<file path="src/rtl/seq_det_ctrl_if.sv">
// Config/control/serial-data bundle between the test/config master and seq_det_ctrl.
// Config handshake is valid/ready; the serial stream is qualified by din_valid and never stalls.
interface seq_det_ctrl_if #(
  parameter int MAX_LEN = 8,
  parameter int CNT_W   = 8
);
  localparam int LEN_W = $clog2(MAX_LEN + 1);

  logic               cfg_valid;
  logic               cfg_ready;
  logic [MAX_LEN-1:0] cfg_pattern;
  logic [LEN_W-1:0]   cfg_len;
  logic               cfg_overlap;
  logic [CNT_W-1:0]   cfg_limit;
  logic               cfg_err;
  logic               start;
  logic               stop;
  logic               din;
  logic               din_valid;
  logic               dout;
  logic               busy;
  logic               done;
  logic [CNT_W-1:0]   match_cnt;

  modport master (
    output cfg_valid, cfg_pattern, cfg_len, cfg_overlap, cfg_limit,
    output start, stop, din, din_valid,
    input  cfg_ready, cfg_err, dout, busy, done, match_cnt
  );

  modport slave (
    input  cfg_valid, cfg_pattern, cfg_len, cfg_overlap, cfg_limit,
    input  start, stop, din, din_valid,
    output cfg_ready, cfg_err, dout, busy, done, match_cnt
  );
endinterface

</file>
<file path="src/rtl/seq_det_ctrl.sv">
// Programmable serial sequence detector: dout pulses one cycle after the matching sampling edge.
// Config is accepted in one cycle whenever not running (cfg_ready low only in RUN); din never stalls.
module seq_det_ctrl #(
  parameter int MAX_LEN = 8,
  parameter int CNT_W   = 8
) (
  input logic          clk,
  input logic          rst,
  seq_det_ctrl_if.slave bus
);
  localparam int LEN_W = $clog2(MAX_LEN + 1);
  localparam logic [LEN_W:0]   FILL_ONE = (LEN_W + 1)'(1);
  localparam logic [LEN_W:0]   FILL_MAX = (LEN_W + 1)'(MAX_LEN);
  localparam logic [CNT_W-1:0] CNT_ONE  = CNT_W'(1);

  typedef enum logic [1:0] {IDLE, RUN, DONE} state_e;

  state_e             state_q;
  logic [MAX_LEN-1:0] pat_q;
  logic [LEN_W-1:0]   len_q;
  logic               ovl_q;
  logic [CNT_W-1:0]   lim_q;
  logic               loaded_q;
  logic               cfg_err_q;
  logic [MAX_LEN-2:0] hist_q;
  logic [LEN_W-1:0]   fill_q;
  logic               dout_q;
  logic [CNT_W-1:0]   cnt_q;

  logic               cfg_xfer;
  logic               cfg_bad;
  logic               start_ok;
  logic [MAX_LEN-1:0] hist_d;
  logic [LEN_W:0]     fill_inc;
  logic [LEN_W-1:0]   fill_d;
  logic [CNT_W-1:0]   cnt_d;
  logic [MAX_LEN-1:0] len_mask;
  logic               match_hit;

  assign cfg_xfer = bus.cfg_valid && (state_q != RUN);
  assign cfg_bad  = (bus.cfg_len < LEN_W'(2)) || (bus.cfg_len > LEN_W'(MAX_LEN));
  assign start_ok = bus.start && loaded_q && !cfg_err_q;

  // Only len-1 past bits are ever compared, so history holds MAX_LEN-1 bits.
  assign hist_d   = {hist_q, bus.din};
  assign fill_inc = {1'b0, fill_q} + FILL_ONE;
  assign fill_d   = (fill_inc > FILL_MAX) ? LEN_W'(MAX_LEN) : fill_inc[LEN_W-1:0];
  assign cnt_d    = (cnt_q == '1) ? cnt_q : cnt_q + CNT_ONE;

  always_comb begin
    len_mask = '0;
    for (int i = 0; i < MAX_LEN; i++) begin
      len_mask[i] = (LEN_W'(i) < len_q);
    end
  end

  assign match_hit = bus.din_valid && (fill_inc >= {1'b0, len_q}) &&
                     (((hist_d ^ pat_q) & len_mask) == '0);

  always_ff @(posedge clk) begin
    if (!rst) begin
      state_q   <= IDLE;
      pat_q     <= '0;
      len_q     <= '0;
      ovl_q     <= 1'b0;
      lim_q     <= '0;
      loaded_q  <= 1'b0;
      cfg_err_q <= 1'b0;
      hist_q    <= '0;
      fill_q    <= '0;
      dout_q    <= 1'b0;
      cnt_q     <= '0;
    end else begin
      dout_q <= 1'b0;
      if (cfg_xfer) begin
        if (cfg_bad) begin
          cfg_err_q <= 1'b1;
        end else begin
          pat_q     <= bus.cfg_pattern;
          len_q     <= bus.cfg_len;
          ovl_q     <= bus.cfg_overlap;
          lim_q     <= bus.cfg_limit;
          cfg_err_q <= 1'b0;
          loaded_q  <= 1'b1;
        end
      end
      unique case (state_q)
        IDLE, DONE: begin
          // A config transfer takes priority; a start in the same cycle is dropped.
          if (cfg_xfer) begin
            state_q <= IDLE;
          end else if (start_ok) begin
            state_q <= RUN;
            cnt_q   <= '0;
            hist_q  <= '0;
            fill_q  <= '0;
          end
        end
        RUN: begin
          if (bus.stop) begin
            state_q <= IDLE;
          end else if (bus.din_valid) begin
            hist_q <= hist_d[MAX_LEN-2:0];
            if (match_hit) begin
              dout_q <= 1'b1;
              cnt_q  <= cnt_d;
              fill_q <= ovl_q ? fill_d : '0;
              if ((lim_q != '0) && (cnt_d == lim_q)) begin
                state_q <= DONE;
              end
            end else begin
              fill_q <= fill_d;
            end
          end
        end
        default: state_q <= IDLE;
      endcase
    end
  end

  assign bus.cfg_ready = (state_q != RUN);
  assign bus.cfg_err   = cfg_err_q;
  assign bus.dout      = dout_q;
  assign bus.busy      = (state_q == RUN);
  assign bus.done      = (state_q == DONE);
  assign bus.match_cnt = cnt_q;
endmodule

</file>
<file path="src/flat_wrapper.sv">
// flat-port wrapper written by rule: the top's interface ports become plain ports
module seq_det_ctrl_flat 
#(
  parameter int MAX_LEN = 8,
  parameter int CNT_W   = 8
)
  (clk, rst, bus_cfg_valid, bus_cfg_pattern, bus_cfg_len, bus_cfg_overlap, bus_cfg_limit, bus_start, bus_stop, bus_din, bus_din_valid, bus_cfg_ready, bus_cfg_err, bus_dout, bus_busy, bus_done, bus_match_cnt);
  seq_det_ctrl_if #(.MAX_LEN(MAX_LEN), .CNT_W(CNT_W)) bus_i ();
  input logic clk;
  input logic rst;
  input wire logic [$bits(bus_i.cfg_valid)-1:0] bus_cfg_valid;
  input wire logic [$bits(bus_i.cfg_pattern)-1:0] bus_cfg_pattern;
  input wire logic [$bits(bus_i.cfg_len)-1:0] bus_cfg_len;
  input wire logic [$bits(bus_i.cfg_overlap)-1:0] bus_cfg_overlap;
  input wire logic [$bits(bus_i.cfg_limit)-1:0] bus_cfg_limit;
  input wire logic [$bits(bus_i.start)-1:0] bus_start;
  input wire logic [$bits(bus_i.stop)-1:0] bus_stop;
  input wire logic [$bits(bus_i.din)-1:0] bus_din;
  input wire logic [$bits(bus_i.din_valid)-1:0] bus_din_valid;
  output wire logic [$bits(bus_i.cfg_ready)-1:0] bus_cfg_ready;
  output wire logic [$bits(bus_i.cfg_err)-1:0] bus_cfg_err;
  output wire logic [$bits(bus_i.dout)-1:0] bus_dout;
  output wire logic [$bits(bus_i.busy)-1:0] bus_busy;
  output wire logic [$bits(bus_i.done)-1:0] bus_done;
  output wire logic [$bits(bus_i.match_cnt)-1:0] bus_match_cnt;
  assign bus_i.cfg_valid = bus_cfg_valid;
  assign bus_i.cfg_pattern = bus_cfg_pattern;
  assign bus_i.cfg_len = bus_cfg_len;
  assign bus_i.cfg_overlap = bus_cfg_overlap;
  assign bus_i.cfg_limit = bus_cfg_limit;
  assign bus_i.start = bus_start;
  assign bus_i.stop = bus_stop;
  assign bus_i.din = bus_din;
  assign bus_i.din_valid = bus_din_valid;
  assign bus_cfg_ready = bus_i.cfg_ready;
  assign bus_cfg_err = bus_i.cfg_err;
  assign bus_dout = bus_i.dout;
  assign bus_busy = bus_i.busy;
  assign bus_done = bus_i.done;
  assign bus_match_cnt = bus_i.match_cnt;
  seq_det_ctrl #(.MAX_LEN(MAX_LEN), .CNT_W(CNT_W)) u_core (.clk(clk), .rst(rst), .bus(bus_i));
endmodule
</file>
<file path="config.mk">
export PLATFORM = sky130hd
export DESIGN_NAME = seq_det_ctrl_flat
export DESIGN_NICKNAME = d
export VERILOG_FILES = /design/src/rtl/seq_det_ctrl_if.sv /design/src/rtl/seq_det_ctrl.sv /design/src/flat_wrapper.sv
export SDC_FILE = /design/constraint.sdc
export NUM_CORES = 1
export LEC_CHECK = 0
export BUFFER_PORTS_ARGS = -buffer_cell sky130_fd_sc_hd__buf_2
export CORE_ASPECT_RATIO = 1.25
export CORE_MARGIN = 5
export CORE_UTILIZATION = 56
export CTS_CLUSTER_SIZE = 30
export DETAILED_ROUTE_END_ITERATION = 8
export PLACE_DENSITY = 0.87
export SLEW_MARGIN = 15
export SYNTH_ARGS = -nofsm -noshare
export SYNTH_HDL_FRONTEND = slang
export SYNTH_SLANG_ARGS = --single-unit
</file>
<file path="constraint.sdc">
create_clock -name clk -period 2.5 [get_ports clk]
set_clock_uncertainty 0.05 [all_clocks]
set_input_delay 0 -clock clk [delete_from_list [all_inputs] [get_ports clk]]
set_output_delay 0 -clock clk [all_outputs]
set_load 0.02 [all_outputs]
</file>
==> results.md <==
- Reg-to-reg critical path startpoint: u_core.bus.match_cnt[0]$_SDFFE_PN0P_
- Number of DRC violations after detailed-routing iteration 0: 228
- Worst Path Class, Setup: reg2reg
- Wire length of the first global-routing pass: 11400 um
- Minimum setup slack after placement: 0.0365 ns
- Avg Synthesized Cell Area: 8.74 um2
- Net count reported at finish: 379
- Power density of the placed cells: 502 mW/mm2
- Setup TNS after final layout: 0 ns
- Worst VDD drop: 0.432 mV
- Via count of the first global-routing pass: 2431
- Post-synthesis to final-layout area growth: 25.3%
- Number of H-tree levels: 2
- Part of the power in registers: 0.496
- Cell count after synthesis: 280
- Placement row count: 27
- Crit path time final: 2.34 ns
- Clk root buf: sky130_fd_sc_hd__clkbuf_8
- Most instantiated flip-flop cell in the synthesis netlist: sky130_fd_sc_hd__dfxtp_1
- Run status: completed
- Number of antenna violations at the first check in global routing: 0
- Post-synth net total: 314
- Floorplan Core Area: 0.00432 mm2
- Most frequent cells after synthesis: 45 x sky130_fd_sc_hd__dfxtp_1, 35 x sky130_fd_sc_hd__nor2_1, 20 x sky130_fd_sc_hd__mux2i_1, 14 x sky130_fd_sc_hd__nand2_1, 13 x sky130_fd_sc_hd__o21ai_0
- Overall overflow remaining after global route: 0
- Endpoints failing hold: 0
- I/O pin count: 41
- Hold Path Cell Cnt: 4
- Hold path startpoint: bus_stop
- Vias per inst: 6.07
- Setup violations, final: 0
- Capture instance of the worst register-to-register path: u_core.state_q[1]$_SDFFE_PN0P_
- Async set-or-reset flop fraction in the synthesized netlist: 0
- Peak fanout along the critical path: 8
- Clock sink count: 45
- P_sw: 395 uW
- Initial core utilization: 0.566
- Unrepaired setup endpoints after global routing: false
- Startpoint type of the worst setup path: flop
- Number of enable flip-flop cells after synthesis: 0
- Cell type contributing the most total cell area after synthesis: sky130_fd_sc_hd__dfxtp_1
- Most common cell in the synthesized netlist: sky130_fd_sc_hd__dfxtp_1
- Die width: 69.1 um
- Slew HR: 0.261
- Vias after detailed routing: 2453
- Hpwl dp: 4420 um
- Worst-case clock buffer depth: 2
- Count of cell types in the netlist: 56
- RePlAce Congestion: 0.912
- Post-CTS Setup Inserts: 0
- Worst reg-to-reg path cell count: 7
- Number of cells after detailed placement: 372
- Number of diodes added for antenna fixing: 0
- Highest achievable clock rate: 428 MHz
- CTS Buf Count: 5
- Share of Yosys cell area claimed by the top area cell type: 0.368
- Internal portion of total power: 1140 uW
- Die area: 0.00580 mm2
- CP endpoint kind: flop
- Transition time at the pin with the least slew margin: 1.11 ns
- Final non-filler cell total: 404
- Number of optimization iterations in the first detailed-route pass: 5
- Critical path arrival: 2.53 ns
- Worst endpoint required time: 2.70 ns
- Pin count of the biggest net entering global routing: 23
- Die boundary height: 83.9 um
- Final instance area: 0.00307 mm2
- Wire per inst: 16.8 um
- CTS tree: done
- Slowest Stage Delay on Critical Path: 0.49 ns
- Tot GR Track Use: 0.240
- Yosys Warn Count: 0
- Detailed-route wire length: 6790 um
- Antenna Violating Nets Remaining: 0
- Share of the cycle needed by the critical path after routing: 0.935
- Cell Chain, Critical Path: ha_1, nand3_1, o31ai_1, a21o_1, nand4_1, nor4bb_1, a21bo_2
- Cells taking the most area after synthesis: sky130_fd_sc_hd__dfxtp_1 37%, sky130_fd_sc_hd__mux2i_1 8.2%, sky130_fd_sc_hd__nor2_1 5.4%
- Post-route DRC: 0
- Count of final max-slew check failures: 0
- Flop and latch count out of synthesis: 45
- Share of layout cells above drive strength 1: 0.179
- Clock network fraction of design power: 0.363
- Critical-path cell with the highest stage delay: sky130_fd_sc_hd__dfxtp_1
- Register-to-register setup slack: 0.16 ns
- Area post-placement: 0.00271 mm2
- Hold crit path type: in2reg
- Number of maximum-capacitance constraint violations: 0
- Count of port buffers added during placement: 40
- Overall power consumption: 1540 uW
- Total leakage power: 0.00135 uW
- Switching power as a share of total power: 0.257
- Clock edge transition at the registers on the reported setup and hold paths: 0.09 ns
- Hold worst-path end: u_core.fill_q[3]$_SDFFE_PN0P_
- Insertion delay to the later sink of the worst-skew pair: 0.30 ns
- Gate power share: 0.141
- Cell area after technology mapping: 0.00245 mm2
- Portion of the post-synthesis area used by sequential elements: 0.368
- Setup WS post-layout: 0.162 ns
==> sequential cells by signal, indices dropped and copies added, names as in the netlist <==
signal	cells
u_core.bus.cfg_err	1
u_core.bus.dout	1
u_core.bus.match_cnt	8
u_core.fill_q	4
u_core.hist_q	7
u_core.len_q	4
u_core.lim_q	8
u_core.loaded_q	1
u_core.ovl_q	1
u_core.pat_q	8
u_core.state_q	2
==> routing by layer <==
| metal | vias to the layer above | GRT usage | routed length, um |
|---|---|---|---|
| li1 | 1162 | - | - |
| met1 | 1131 | 0.283 | 2650 |
| met2 | 135 | 0.399 | 3400 |
| met3 | 25 | 0.0482 | 470 |
| met4 | 0 | 0.142 | 265 |
| met5 | - | 0 | 0 |
==> placed cells by master (no fill, tap or decap), types with 3 or more instances in the layout <==
cell type	netlist	routed
sky130_fd_sc_hd__nand2_1	14	14
sky130_fd_sc_hd__nor3_1	7	7
sky130_fd_sc_hd__a211oi_1	4	4
sky130_fd_sc_hd__mux2i_1	20	20
sky130_fd_sc_hd__a22o_1	7	7
sky130_fd_sc_hd__ha_1	6	5
sky130_fd_sc_hd__xnor2_1	6	6
sky130_fd_sc_hd__dlygate4sd3_1	0	24
sky130_fd_sc_hd__dfxtp_1	45	45
sky130_fd_sc_hd__and3_1	4	4
sky130_fd_sc_hd__o21ai_0	13	12
sky130_fd_sc_hd__buf_4	0	4
sky130_fd_sc_hd__or3_1	4	4
sky130_fd_sc_hd__a21o_1	5	5
sky130_fd_sc_hd__a21oi_1	11	11
sky130_fd_sc_hd__xor2_1	8	8
sky130_fd_sc_hd__inv_1	12	12
sky130_fd_sc_hd__nand3_1	7	7
sky130_fd_sc_hd__a31oi_1	4	4
sky130_fd_sc_hd__nor4_1	7	7
sky130_fd_sc_hd__nand2b_1	3	3
sky130_fd_sc_hd__nor2_1	35	35
sky130_fd_sc_hd__clkbuf_8	0	5
sky130_fd_sc_hd__buf_2	4	40
==> area by class of cell <==
cell class | instances | area (um2)
clock inverters | 3 | 43.8
flip-flops and latches | 45 | 901
clock buffers | 5 | 68.8
fillers | 321 | 1260
repair buffers | 68 | 470
multi-input cells | 213 | 1460
well taps | 58 | 72.6
inverters | 12 | 45.0
==> cells by family (layout without fill, tap and decap cells) <==
group                    after synthesis  count (layout)  synth area share
flip-flops                            45              45             0.368
AND/OR/NAND/NOR                      101             101             0.218
multiplexers                          20              20            0.0818
AO/OA/AOI/OAI                         72              72             0.215
adder cells (fa/ha/maj)                6               6            0.0307
buffers and inverters                 22              88            0.0358
XOR/XNOR                              14              14            0.0501
==> per-stage QoR <==
| step | utilization | hold WS, ns |
|---|---|---|
| 2_1_floorplan | - | 0.0829 |
| 3_3_place_gp | 0.626 | 0.180 |
| 3_5_place_dp | 0.626 | 0.186 |
| 4_1_cts | 0.707 | 0.0128 |
| 5_1_grt | 0.709 | 0.0701 |
| 6_report | 0.709 | 0.0293 |
==> worst max path at each step <==
stage / from / end / cells past startpoint
floorplan: u_core.fill_q[0]$_SDFFE_PN0P_ / u_core.bus.match_cnt[7]$_SDFFE_PN0P_ / 8
global placement: u_core.fill_q[0]$_SDFFE_PN0P_ / u_core.bus.match_cnt[2]$_SDFFE_PN0P_ / 8
detailed placement: u_core.fill_q[0]$_SDFFE_PN0P_ / u_core.bus.match_cnt[2]$_SDFFE_PN0P_ / 8
CTS: u_core.fill_q[0]$_SDFFE_PN0P_ / u_core.bus.match_cnt[2]$_SDFFE_PN0P_ / 8
global route: u_core.fill_q[0]$_SDFFE_PN0P_ / u_core.bus.match_cnt[2]$_SDFFE_PN0P_ / 8
finish: u_core.bus.match_cnt[0]$_SDFFE_PN0P_ / u_core.state_q[1]$_SDFFE_PN0P_ / 7
==> worst max-delay path: cells and delay by family (launching register included) <==
kind | cells | cell delay [ns]
flops | 1 | 0.49
fa+ha+maj | 1 | 0.31
simple gates | 3 | 0.59
compound gates | 3 | 0.85
==> power by group through the flow <==
stage | sequential, uW | combinational [uW] | clock [uW]
3_3_place_gp | 776 | 171 | 0
6_report | 763 | 217 | 558
3_5_place_dp | 777 | 177 | 0
4_1_cts | 760 | 207 | 568
2_1_floorplan | 773 | 125 | 0
5_1_grt | 765 | 239 | 595
==> timing repair <==
item / 4_1_cts / 5_1_grt
hold buffers: 24 / 0
resized for setup: 0 / 3
hold endpoints to repair: 26 / 0
endpoints found under the setup margin: 0 / 9
No activity file was read; power rests on OpenSTA's default activity.
